## config.mk

```make
export PLATFORM = sky130hd
export DESIGN_NAME = frame_check
export DESIGN_NICKNAME = d
export VERILOG_FILES = /design/src/rtl/uart_rx_pkg.sv /design/src/rtl/sat_counter.sv /design/src/rtl/frame_check.sv
export SDC_FILE = /design/constraint.sdc
export NUM_CORES = 1
export LEC_CHECK = 0
export CAP_MARGIN = 15
export CORE_MARGIN = 2
export CORE_UTILIZATION = 42
export DETAILED_ROUTE_END_ITERATION = 8
export GPL_ROUTABILITY_DRIVEN = 0
export PLACE_DENSITY = 0.68
export SLEW_MARGIN = 10
export SYNTH_ARGS = -nofsm -noshare
export SYNTH_HDL_FRONTEND = slang
export SYNTH_SLANG_ARGS = --single-unit
```

## constraint.sdc

```tcl
create_clock -name clk_based_on_prescale -period 4.6 [get_ports clk_based_on_prescale]
set_input_delay 0.46 -clock clk_based_on_prescale [delete_from_list [all_inputs] [get_ports clk_based_on_prescale]]
set_output_delay 0.46 -clock clk_based_on_prescale [all_outputs]
set_load 0.1 [all_outputs]
```

## src/rtl/uart_rx_pkg.sv

```systemverilog
// Shared definitions for the UART receive path: FSM encoding and parity constants.
package uart_rx_pkg;

  // Frame-check FSM states.
  typedef enum logic [2:0] {
    IDLE   = 3'd0,
    DATA   = 3'd1,
    PARITY = 3'd2,
    STOP   = 3'd3,
    DONE   = 3'd4
  } state_t;

  // Parity-type selector values.
  localparam logic PAR_EVEN = 1'b0;
  localparam logic PAR_ODD  = 1'b1;

  // Bit counter width: covers up to 9 data bits and 2 stop bits.
  localparam int BIT_CNT_W = 4;

endpackage

```

## src/rtl/sat_counter.sv

```systemverilog
// Saturating up-counter with synchronous clear; clear beats increment.
module sat_counter #(
  parameter int WIDTH = 8
) (
  input  logic             clk_based_on_prescale,
  input  logic             asy_reset,
  input  logic             inc,
  input  logic             clr,
  output logic [WIDTH-1:0] count
);

  logic [WIDTH-1:0] count_reg;

  // Count up on inc, hold at all-ones, clear on reset or clr.
  always_ff @(posedge clk_based_on_prescale) begin
    if (!asy_reset || clr) begin
      count_reg <= '0;
    end else if (inc && (count_reg != {WIDTH{1'b1}})) begin
      count_reg <= count_reg + WIDTH'(1);
    end
  end

  assign count = count_reg;

endmodule

```

## src/rtl/frame_check.sv

```systemverilog
// Checks one serial frame (data, optional parity, stop bits) from mid-bit samples
// and reports the word, per-frame error flags and saturating error counts.
module frame_check
  import uart_rx_pkg::*;
#(
  parameter int DATA_WIDTH    = 8,
  parameter int STOP_BITS     = 1,
  parameter int ERR_CNT_WIDTH = 8
) (
  input  logic                     clk_based_on_prescale,
  input  logic                     asy_reset,
  input  logic                     frame_start,
  input  logic                     bit_valid,
  input  logic                     sampled_data,
  input  logic                     par_en,
  input  logic                     par_type,
  input  logic                     err_cnt_clr,
  output logic [DATA_WIDTH-1:0]    data_out,
  output logic                     data_valid,
  output logic                     parity_error,
  output logic                     stop_error,
  output logic                     frame_done,
  output logic                     busy,
  output logic [ERR_CNT_WIDTH-1:0] par_err_cnt,
  output logic [ERR_CNT_WIDTH-1:0] stop_err_cnt
);

  localparam logic [BIT_CNT_W-1:0] LAST_DATA = BIT_CNT_W'(DATA_WIDTH - 1);
  localparam logic [BIT_CNT_W-1:0] LAST_STOP = BIT_CNT_W'(STOP_BITS - 1);

  state_t                  state_reg, state_next;
  logic [BIT_CNT_W-1:0]    bit_cnt_reg, bit_cnt_next;
  logic [DATA_WIDTH-1:0]   data_out_reg;
  logic [DATA_WIDTH-1:0]   bit_sel;
  logic                    xor_reg;
  logic                    par_en_reg;
  logic                    par_type_reg;
  logic                    parity_error_reg;
  logic                    stop_error_reg;
  logic                    shift_en;

  // A data bit is taken only in DATA and never in a cycle that restarts the frame.
  assign shift_en = bit_valid && !frame_start && (state_reg == DATA);

  // One-hot decode of the bit counter selecting which data bit the sample lands in.
  genvar gi;
  generate
    for (gi = 0; gi < DATA_WIDTH; gi++) begin : g_bit_sel
      assign bit_sel[gi] = (bit_cnt_reg == BIT_CNT_W'(gi));
    end
  endgenerate

  // State and bit counter registers.
  always_ff @(posedge clk_based_on_prescale) begin
    if (!asy_reset) begin
      state_reg   <= IDLE;
      bit_cnt_reg <= '0;
    end else begin
      state_reg   <= state_next;
      bit_cnt_reg <= bit_cnt_next;
    end
  end

  // Next-state, bit counting and frame status outputs; frame_start restarts from any state.
  always_comb begin
    state_next   = state_reg;
    bit_cnt_next = bit_cnt_reg;
    busy         = (state_reg != IDLE);
    frame_done   = (state_reg == DONE);
    data_valid   = (state_reg == DONE) && !parity_error_reg && !stop_error_reg;
    if (frame_start) begin
      state_next   = DATA;
      bit_cnt_next = '0;
    end else begin
      case (state_reg)
        IDLE: begin
          state_next = IDLE;
        end
        DATA: begin
          if (bit_valid) begin
            if (bit_cnt_reg == LAST_DATA) begin
              state_next   = par_en_reg ? PARITY : STOP;
              bit_cnt_next = '0;
            end else begin
              bit_cnt_next = bit_cnt_reg + BIT_CNT_W'(1);
            end
          end
        end
        PARITY: begin
          if (bit_valid) begin
            state_next = STOP;
          end
        end
        STOP: begin
          if (bit_valid) begin
            if (bit_cnt_reg == LAST_STOP) begin
              state_next   = DONE;
              bit_cnt_next = '0;
            end else begin
              bit_cnt_next = bit_cnt_reg + BIT_CNT_W'(1);
            end
          end
        end
        DONE: begin
          state_next = IDLE;
        end
        default: begin
          state_next   = IDLE;
          bit_cnt_next = '0;
        end
      endcase
    end
  end

  // Per-frame datapath: settings capture, running XOR and error flags.
  always_ff @(posedge clk_based_on_prescale) begin
    if (!asy_reset) begin
      xor_reg          <= 1'b0;
      par_en_reg       <= 1'b0;
      par_type_reg     <= PAR_EVEN;
      parity_error_reg <= 1'b0;
      stop_error_reg   <= 1'b0;
    end else if (frame_start) begin
      xor_reg          <= 1'b0;
      par_en_reg       <= par_en;
      par_type_reg     <= par_type;
      parity_error_reg <= 1'b0;
      stop_error_reg   <= 1'b0;
    end else if (bit_valid) begin
      case (state_reg)
        DATA:    xor_reg <= xor_reg ^ sampled_data;
        PARITY:  parity_error_reg <= xor_reg ^ sampled_data ^ (par_type_reg == PAR_ODD);
        STOP:    if (!sampled_data) stop_error_reg <= 1'b1;
        default: ;
      endcase
    end
  end

  // Assemble the word LSB first; bits hold until the next frame overwrites them.
  always_ff @(posedge clk_based_on_prescale) begin
    if (!asy_reset) begin
      data_out_reg <= '0;
    end else begin
      for (int i = 0; i < DATA_WIDTH; i++) begin
        if (shift_en && bit_sel[i]) begin
          data_out_reg[i] <= sampled_data;
        end
      end
    end
  end

  assign data_out     = data_out_reg;
  assign parity_error = parity_error_reg;
  assign stop_error   = stop_error_reg;

  sat_counter #(.WIDTH(ERR_CNT_WIDTH)) u_par_cnt (
    .clk_based_on_prescale (clk_based_on_prescale),
    .asy_reset             (asy_reset),
    .inc                   (frame_done && parity_error_reg),
    .clr                   (err_cnt_clr),
    .count                 (par_err_cnt)
  );

  sat_counter #(.WIDTH(ERR_CNT_WIDTH)) u_stop_cnt (
    .clk_based_on_prescale (clk_based_on_prescale),
    .asy_reset             (asy_reset),
    .inc                   (frame_done && stop_error_reg),
    .clr                   (err_cnt_clr),
    .count                 (stop_err_cnt)
  );

endmodule

```

**Word level (Yosys, flattened, before mapping)**

Index checks and enable logic that the tools add are counted.

- Add/sub/neg operators: 3
- Reduce and logical (&&, ||, !) cells: 32
- Mux-type cells: 13
- Bitwise gates (word level): 5
- Eq/ne operators: 23

Operator list:

| kind | count |
|---|---|
| $add A8 B1 Y8 const B | 2 |
| $eq A4 B3 Y1 const B | 4 |
| $logic_and A1 B1 Y1 | 16 |
| $mux W4 | 4 |
| $ne A8 B8 Y1 const B | 2 |
| $mux W3 | 5 |
| $ne A3 B3 Y1 const B | 5 |
| $pmux W4 S3 | 1 |
| $ne A2 B2 Y1 const B | 5 |
| $reduce_and A5 Y1 | 2 |
| $pmux W3 S3 | 1 |
| $eq A4 B2 Y1 const B | 2 |
| $eq A3 B2 Y1 const B | 2 |
| $reduce_and A3 Y1 | 2 |
| $add A4 B1 Y4 const B | 1 |
| $eq A4 B1 Y1 const B | 1 |
| $logic_not A1 Y1 | 4 |
| $logic_not A4 Y1 | 1 |
| $reduce_and A2 Y1 | 2 |
| $eq A3 B1 Y1 const B | 1 |
| $eq A3 B3 Y1 const B | 1 |
| $logic_not A3 Y1 | 1 |
| $not A1 Y1 | 3 |
| $reduce_bool A3 Y1 | 1 |
| 5 further kinds | 7 |

- Register bits after elaboration: 36
- Input port bits: 8
- Logic and storage cells: 94
- Output and inout port bits: 29

**Longest topological paths before layout**

Gate-level depths: netlist (run 1).

- Word-level depth: 5
- Gate-level depth with buffers: 6
- Depth with buffers taken out: 6

**By module**

From an unflattened synthesis (run 1), not the netlist that was laid out.

- Cells, all modules: 214
- Area, all modules: 1955.6 um^2

By module, submodules not included:

| module | cells an instance | instances | area an instance (um^2) | seq. area each (um^2) |
|---|---|---|---|---|
| frame_check | 122 | 1 | 1112.3 | 400.4 |
| sat_counter | 46 | 2 | 421.7 | 160.2 |

**Least setup slack after synthesis (run 1)**

Ideal clock, no wire load.

- Kind: reg2out
- Start: register state_reg[1]
- End: output data_valid
- Setup slack: 0.341 ns
- Stages on the path, launching flop included: 6
- Path buffers: 2
- Data arrival time: 3.799 ns
- Required time: 4.140 ns
- Path through: dfxtp_1 > buf_6 > clkbuf_1 > nor2_1 > and2_1 > nor3b_1

- Longest elaborated chain between the ends: 3

RTL lines:

| what | RTL line | text |
|---|---|---|
| start, declared | frame_check.sv:31 | `state_t state_reg, state_next;` |
| start signal, assigned | frame_check.sv:59 | `state_reg <= state_next;` |
| $eq A3 B3 Y1 | - |  |
| via frame_done | frame_check.sv:22 | `output logic frame_done,` |
| $logic_and A1 B1 Y1 (2 in series) | frame_check.sv:70 | `data_valid = (state_reg == DONE) && !parity_error_reg && !stop_error_reg;` |
| end, declared | frame_check.sv:19 | `output logic data_valid,` |

The timed path passes the listed nets, and every way through them passes these cells.

**Worst setup path after layout (run 1)**

- Start: register state_reg[1]
- End: output data_valid

- Longest elaborated chain between the ends: 3

RTL lines:

| what | RTL line |
|---|---|
| $eq A3 B3 Y1 | frame_check.sv:70 |
| $logic_and A1 B1 Y1 (2 in series) | frame_check.sv:70 |

No other way between the ends.

==> flow_summary.yaml, run 1 <==
status:
  status: "finished clean"
final_layout:
  seq_area_um2: 721
  stdcell_count: 291
  final_area_um2: 2300
  syn2layout_area_growth_pct: 27.9
  antennaDiodeCount: 0
  fin_util: 0.567
  final.fill_count: 375
  nets: 254
  drive_gt1_frac: 0.0456
  multi_input_area_um2: 1020
synthesis:
  synthTopCellsByArea: "dfxtp_1 (40%), mux2i_1 (7.2%), nand2_1 (4.8%)"
  netlist_instances: 207
  synth_most_common_cell: "dfxtp_1"
  synth.distinct_cells: 41
  yosysTopAreaCell: "dfxtp_1"
  syn_area_um2: 1800
  ys.flop_type: "dfxtp_1"
  synth_fp_nets: 221
  synth_edf_count: 0
  ys_seq_area_frac: 0.401
  ys_warn_count: 0
  syn_area_per_cell_um2: 8.69
  synth_common_cells: "dfxtp_1 (36), nand2_1 (23), nor2_1 (23)"
  synth_top_area_share: 0.401
  async_reset_ff_frac: 0
  synth_seq_cells: 36
clocking:
  ctsRootBufferMaster: "clkbuf_8"
  numCtsBuffers: 5
  post-cts-setup-buffer-count: 0
  cts_num_sinks: 36
  htreeDepth: 2
  cts_tree: "built"
  cts.clk_slew.worst_paths_ns: 0.07
  ctsResizeCount: 0
  clock_insertion_delay_worst_skew_ns: 0.29
  cts_hold_buf: 0
  clk_path_buf_depth: 2
worst_setup_path:
  path_max_fanout: 17
  cp-endpoint: "data_valid"
  reg2reg_to: "data_out[7]"
  endpoint_kind: "output port"
  rr_worst_depth: 4
  critPathArrivalTime_ns: 2.48
  crit_start: "state_reg[1]"
  startpoint_type: "register"
  rrSetupSlack_ns: 2.72
  crit_required_ns: 4.14
  r2r-start: "state_reg[0]"
  critPathKind: "register to output port"
sta:
  setup_ws_ns: 1.66
  fin_crit_sh: 0.639
  final.min_clock_period_ns: 2.94
  fin_setup_tns_ns: 0
  hold_ws_ns: 0.460
  tightest_slew_ns: 1.01
  fmax_mhz: 340
  maxSlewHeadroom: 0.323
  finalSetupViolCount: 0
  fin_worst_skew_ns: 0.00397
  drv_slew: 0
  rsz0062_at_grt: "no"
  hold_viol_final: 0
power_and_ir_drop:
  irDropWorstVdd_uv: 212
  power.density_nw_per_um2: 288
  power_mw: 0.663
  p_leak_nw: 0.850
grt:
  grt_usage: 0.174
  grt_pass1_vias: 1437
  overflow: 0
  grt_max_degree: 18
  antenna_found_initial: 0
  grt_pass1_wl_um: 6750
die:
  dieWidth_um: 69.5
  die_h_um: 69.5
  ioPinCount: 37
  num_rows: 23
  core_area_um2: 4060
  design.die.area_um2: 4820
  initial_core_util: 0.443
detailed_routing:
  drtIter0Drc: 154
  wl_per_cell_um: 13.5
  vias: 1544
  dr.pass1.iters: 4
  wl_um: 3940
  drc: 0
  vias_per_cell: 5.31
  ant_nets: 0
placed_design:
  place_ws_ns: 2.00
  hpwl_um: 2770
  dp_cells: 283
  dpl_cell_area_um2: 2170
  io_buffers: 36
min_path:
  hold_path_class: "register to register"
flow_run:
  maxCapViolations: 0
-- worst min-delay path by stage --
stage / slack (ns) / cells after the start / startpoint / to
floorplan: 0.47 / 2 / bit_cnt_reg[1] / bit_cnt_reg[1]
global placement: 0.45 / 2 / data_out[2] / data_out[2]
detailed placement: 0.45 / 2 / data_out[6] / data_out[6]
CTS: 0.46 / 2 / data_out[6] / data_out[6]
global route: 0.49 / 2 / data_out[6] / data_out[6]
finish: 0.46 / 2 / data_out[7] / data_out[7]
-- critical path: stages (launching register included) --
cell and delay, ns:
dfxtp_1 0.48, nor2_1 0.19, and2_1 0.16, nor3b_1 0.20, clkdlybuf4s50_1 1.16
-- routing by layer --
layer | up-vias | part of all wire | track usage
met5 | - | 0 | 0
met2 | 32 | 0.43 | 0.249
li1 | 793 | - | -
met3 | 11 | 0.041 | 0.0480
met1 | 708 | 0.50 | 0.243
met4 | 0 | 0.028 | 0.0806
-- logic make-up (layout without fill, tap and decap cells) --
kind of cell | after synthesis | count (layout) | synth area share
AO/OA/AOI/OAI | 31 | 31 | 0.104
XOR/XNOR | 12 | 12 | 0.0584
adder cells (fa/ha/maj) | 6 | 6 | 0.0417
buffers and inverters | 14 | 48 | 0.0348
flip-flops | 36 | 36 | 0.401
multiplexers | 13 | 13 | 0.0723
AND/OR/NAND/NOR | 95 | 95 | 0.289
-- power by group --
group          internal, mW  leakage, nW  switching (mW)
Combinational        0.0153        0.495          0.0246
Sequential            0.314        0.291         0.00319
Clock                 0.191       0.0645           0.115
-- area by class of cell --
class                      count  share of cell area
clock inverter                 1              0.0131
inverter                       4             0.00653
timing repair buffer          36               0.157
multi-input combinational    157               0.442
clock buffer                   7              0.0419
sequential                    36               0.313
tap                           50              0.0272
-- placed cells by master, fill, tap and decap left out, types with 4 or more instances in the layout --
cell | netlist | layout
dfxtp_1 | 36 | 36
clkdlybuf4s50_1 | 0 | 36
nor2_1 | 23 | 23
nand2_1 | 23 | 23
mux2i_1 | 13 | 13
a21oi_1 | 10 | 10
o21ai_0 | 9 | 9
xor2_1 | 7 | 7
clkbuf_8 | 0 | 7
nand3_1 | 6 | 6
ha_1 | 6 | 6
or3_1 | 5 | 5
xnor2_1 | 5 | 5
nor3_1 | 5 | 5
and2_1 | 4 | 4
inv_1 | 4 | 4
o211ai_1 | 4 | 4
nand3b_1 | 4 | 4
and3_1 | 4 | 4
No activity file was read; power rests on OpenSTA's default activity.
==> run 2, diff against run 1 <==
- PLACE_DENSITY: 0.68 -> 0.7
- clock period: 4.6 -> 2.4 ns (I/O delays scaled with it)
==> flow_summary.yaml, run 2 (same netlist as run 1, synthesis figures left out) <==
detailed_routing:
  drc: 0
  wl_um: 3800
  ant_nets: 0
  vias_per_cell: 5.25
  m1WireLength_um: 2000
  dr.pass1.iters: 4
  drtIter0Drc: 116
  route.met3.wl_um: 147
  vias: 1550
  wl_met2_um: 1560
  routed.top_layer: "met4"
  wl_per_cell_um: 12.9
status:
  status: "finished clean"
clocking:
  ctsRootBufferMaster: "clkbuf_8"
  numCtsBuffers: 5
  post-cts-setup-buffer-count: 0
  cts.clk_slew.worst_paths_ns: 0.07
  ctsResizeCount: 0
  cts_hold_buf: 0
  cts_tree: "built"
  clk_path_buf_depth: 2
  cts_num_sinks: 36
  clock_insertion_delay_worst_skew_ns: 0.28
  htreeDepth: 2
worst_setup_path:
  cp_slowest_cell: "dfxtp_1"
  critPathArrivalTime_ns: 1.64
  endpoint_kind: "output port"
  crit_chain: "nor2_1, and2_2, nor3b_4, buf_4"
  critPathKind: "register to output port"
  crit_family: "flip-flops"
  crit_required_ns: 2.16
  cp_num_buf_inv: 1
  path_max_fanout: 17
  max_stage_delay_ns: 0.66
  startpoint_type: "register"
sta:
  finalSetupViolCount: 0
  drv_slew: 0
  maxSlewHeadroom: 0.643
  final.min_clock_period_ns: 1.88
  hold_viol_final: 0
  fin_crit_sh: 0.784
  hold_ws_ns: 0.461
  fmax_mhz: 531
  tightest_slew_ns: 0.534
  fin_worst_skew_ns: 0.00352
  rsz0062_at_grt: "no"
  fin_setup_tns_ns: 0
power_and_ir_drop:
  power_mw: 1.15
  power.density_nw_per_um2: 511
  irDropWorstVdd_uv: 285
  p_leak_nw: 0.922
final_layout:
  antennaDiodeCount: 0
  multi_input_area_um2: 1030
  final_area_um2: 2250
  drive_gt1_frac: 0.188
  seq_area_um2: 721
  fin_util: 0.554
  layout.cells.most_common: "dfxtp_1"
  nets: 259
  syn2layout_area_growth_pct: 25.0
  mostFrequentLayoutCells: "dfxtp_1 (36), buf_4 (34), nor2_1 (23), nand2_1 (23), mux2i_1 (13)"
  final.fill_count: 388
placed_design:
  hpwl_um: 2790
  dpl_cell_area_um2: 2150
  io_buffers: 36
die:
  num_rows: 23
  core_area_um2: 4060
  initial_core_util: 0.443
  ioPinCount: 37
  design.die.area_um2: 4820
  dieWidth_um: 69.5
  die_h_um: 69.5
flow_run:
  maxCapViolations: 0
grt:
  antenna_found_initial: 0
  grt_max_degree: 18
  grt_pass1_vias: 1344
  grt_usage: 0.161
  overflow: 0
  grt_pass1_wl_um: 6330
min_path:
  hold_path_class: "register to register"
-- run 2: changes by cell type in the layout (fill, tap and decap cells not counted), sizes merged --
cell           delta
buf              +34
bufinv            -1
clkdlybuf4s50    -29
-- run 2: worst register-to-register path: cells and delay by family (launching register included) --
| kind | cells | cell delay [ns] |
|---|---|---|
| AOI/OAI and AO/OA | 1 | 0.14 |
| DFF | 1 | 0.48 |
| and+or+nand+nor | 3 | 1.02 |
-- run 2: worst paths after layout --
check             depth (start not counted)                   to         start  slack, ns
setup / recovery                          4           data_valid  state_reg[1]       0.52
hold reg to reg                           2          data_out[1]   data_out[1]       0.46
hold / removal                            2          data_out[1]   data_out[1]       0.46
setup reg to reg                          4  u_stop_cnt.count[7]  state_reg[1]       0.70
-- run 2: stage by stage --
| stage | setup slack [ns] | std cells |
|---|---|---|
| 4_1_cts | 0.519 | 295 |
| 3_3_place_gp | 0.607 | 288 |
| 6_report | 0.517 | 295 |
| 2_1_floorplan | 0.0241 | 207 |
| 3_5_place_dp | 0.594 | 288 |
| 5_1_grt | 0.417 | 295 |
-- run 2: cell type report --
| type | count | share of cell area |
|---|---|---|
| Sequential cell | 36 | 0.321 |
| Inverter | 4 | 0.00668 |
| Multi-Input combinational cell | 157 | 0.457 |
| Clock buffer | 7 | 0.0428 |
| Tap cell | 50 | 0.0278 |
| Timing Repair Buffer | 41 | 0.145 |
-- run 2: power breakdown --
group	internal, mW	switching (mW)	leakage (nW)
clock	0.255	0.205	0.0503
combinational	0.0326	0.0472	0.581
sequential	0.602	0.00672	0.291
-- run 2: per-layer routing --
layer / GRT usage / up-vias
met2: 0.218 / 29
li1: - / 804
met1: 0.232 / 708
met4: 0.0893 / 0
met3: 0.0378 / 9
met5: 0 / -
==> run 3, diff against run 2 <==
- PLACE_DENSITY: 0.7 -> 0.68
- clock period: 2.4 -> 1.8 ns (I/O delays scaled with it)
==> flow_summary.yaml, run 3 (same netlist as run 1, synthesis figures left out) <==
placed_design:
  io_buffers: 36
  place_ws_ns: 0.191
  hpwl_um: 2950
  dp_cells: 293
flow_run:
  maxCapViolations: 0
detailed_routing:
  ant_nets: 0
  dr.pass1.iters: 4
  drc: 0
  vias: 1580
  wl_per_cell_um: 13.0
  drtIter0Drc: 67
  vias_per_cell: 5.27
  wl_um: 3910
sta:
  drv_slew: 0
  hold_ws_ns: 0.461
  hold_viol_final: 0
  finalSetupViolCount: 0
  rsz0062_at_grt: "no"
  tightest_slew_ns: 0.363
  maxSlewHeadroom: 0.755
  fin_setup_tns_ns: 0
  final.min_clock_period_ns: 1.74
  fin_crit_sh: 0.965
  fmax_mhz: 576
  fin_worst_skew_ns: 0.00698
  setup_ws_ns: 0.0630
worst_setup_path:
  startpoint_type: "register"
  endpoint_kind: "output port"
  critPathArrivalTime_ns: 1.56
  path_max_fanout: 9
  rr_worst_depth: 4
  rrSetupSlack_ns: 0.20
  critPathKind: "register to output port"
  r2r-start: "state_reg[2]"
  crit_required_ns: 1.62
  reg2reg_to: "u_stop_cnt.count[7]"
final_layout:
  stdcell_count: 300
  syn2layout_area_growth_pct: 31.2
  layout.cells.most_common: "buf_4"
  drive_gt1_frac: 0.284
  nets: 264
  antennaDiodeCount: 0
  mostFrequentLayoutCells: "buf_4 (36), nand2_1 (23), nor2_1 (22), dfxtp_1 (17), dfxtp_2 (17)"
power_and_ir_drop:
  p_leak_nw: 0.970
  seq_power_share: 0.521
  swShare: 0.229
  clockPowerShare: 0.401
  power.density_nw_per_um2: 656
  p_sw_mw: 0.355
  irDropWorstVdd_uv: 514
  combinationalPowerShare: 0.079
  intPower_mw: 1.19
  power_mw: 1.55
clocking:
  post-cts-setup-buffer-count: 0
  cts_tree: "built"
  htreeDepth: 2
  ctsRootBufferMaster: "clkbuf_8"
  clk_path_buf_depth: 2
  cts.clk_slew.worst_paths_ns: 0.07
  numCtsBuffers: 5
  cts_num_sinks: 36
  clock_insertion_delay_worst_skew_ns: 0.29
die:
  dieWidth_um: 69.5
  core_area_um2: 4060
  die_h_um: 69.5
  num_rows: 23
  initial_core_util: 0.443
  ioPinCount: 37
  design.die.area_um2: 4820
grt:
  grt_pass1_wl_um: 6410
  grt_max_degree: 17
  grt_usage: 0.164
  antenna_found_initial: 0
  grt_pass1_vias: 1418
  overflow: 0
min_path:
  hold_depth: 2
  hold_path.startpoint: "data_out[7]"
  hold_path_class: "register to register"
  hold_end: "data_out[7]"
status:
  status: "finished clean"
==> run 3: worst max-delay path: stages, from the launching register on <==
cell and delay, ns:
dfxtp_1 0.50, buf_4 0.20, and2_4 0.16, nor3b_4 0.22
buf_12 0.20
==> run 3: cell type report <==
type,count,area [um2]
fill,363,1700
tap,50,62.6
inverter,4,15.0
clock buffer,7,96.3
multi-input combinational,157,1040
timing repair buffer,46,400
sequential,36,749
==> run 3: repair_timing <==
item / in CTS / in global routing
gates resized for setup: 0 / 1
hold buffers: 0 / 0
setup endpoints to repair: 0 / 1
==> run 3: through the flow <==
| step | cell area (um2) | util |
|---|---|---|
| floorplan | 1860 | - |
| global placement | 2260 | 0.558 |
| detailed placement | 2260 | 0.558 |
| CTS | 2360 | 0.582 |
| global route | 2360 | 0.582 |
| finish | 2360 | 0.582 |
==> run 3: worst max-delay path by stage <==
stage | end | start | depth (start not counted) | slack, ns
global route | data_valid | state_reg[2] | 4 | 0.01
global placement | data_out[7] | bit_valid | 6 | 0.22
detailed placement | data_out[4] | bit_valid | 6 | 0.19
finish | data_valid | state_reg[2] | 4 | 0.06
floorplan | data_valid | state_reg[1] | 5 | -0.25
CTS | data_valid | state_reg[1] | 5 | 0.06
==> run 3: layer usage <==
layer  track usage  vias up  share of wire
met5             0        -              0
met4        0.0566        0         0.0069
met3        0.0480        4          0.053
met2         0.257       37           0.46
met1         0.214      724           0.48
li1              -      815              -
==> run 3: power by group through the flow <==
| stage | Sequential (mW) | Clock [mW] | Combinational [mW] |
|---|---|---|---|
| after floorplan | 0.826 | 0 | 0.0708 |
| after global placement | 0.824 | 0 | 0.122 |
| after detailed placement | 0.825 | 0 | 0.122 |
| after CTS | 0.806 | 0.635 | 0.122 |
| after global routing | 0.806 | 0.673 | 0.130 |
| final | 0.806 | 0.620 | 0.122 |
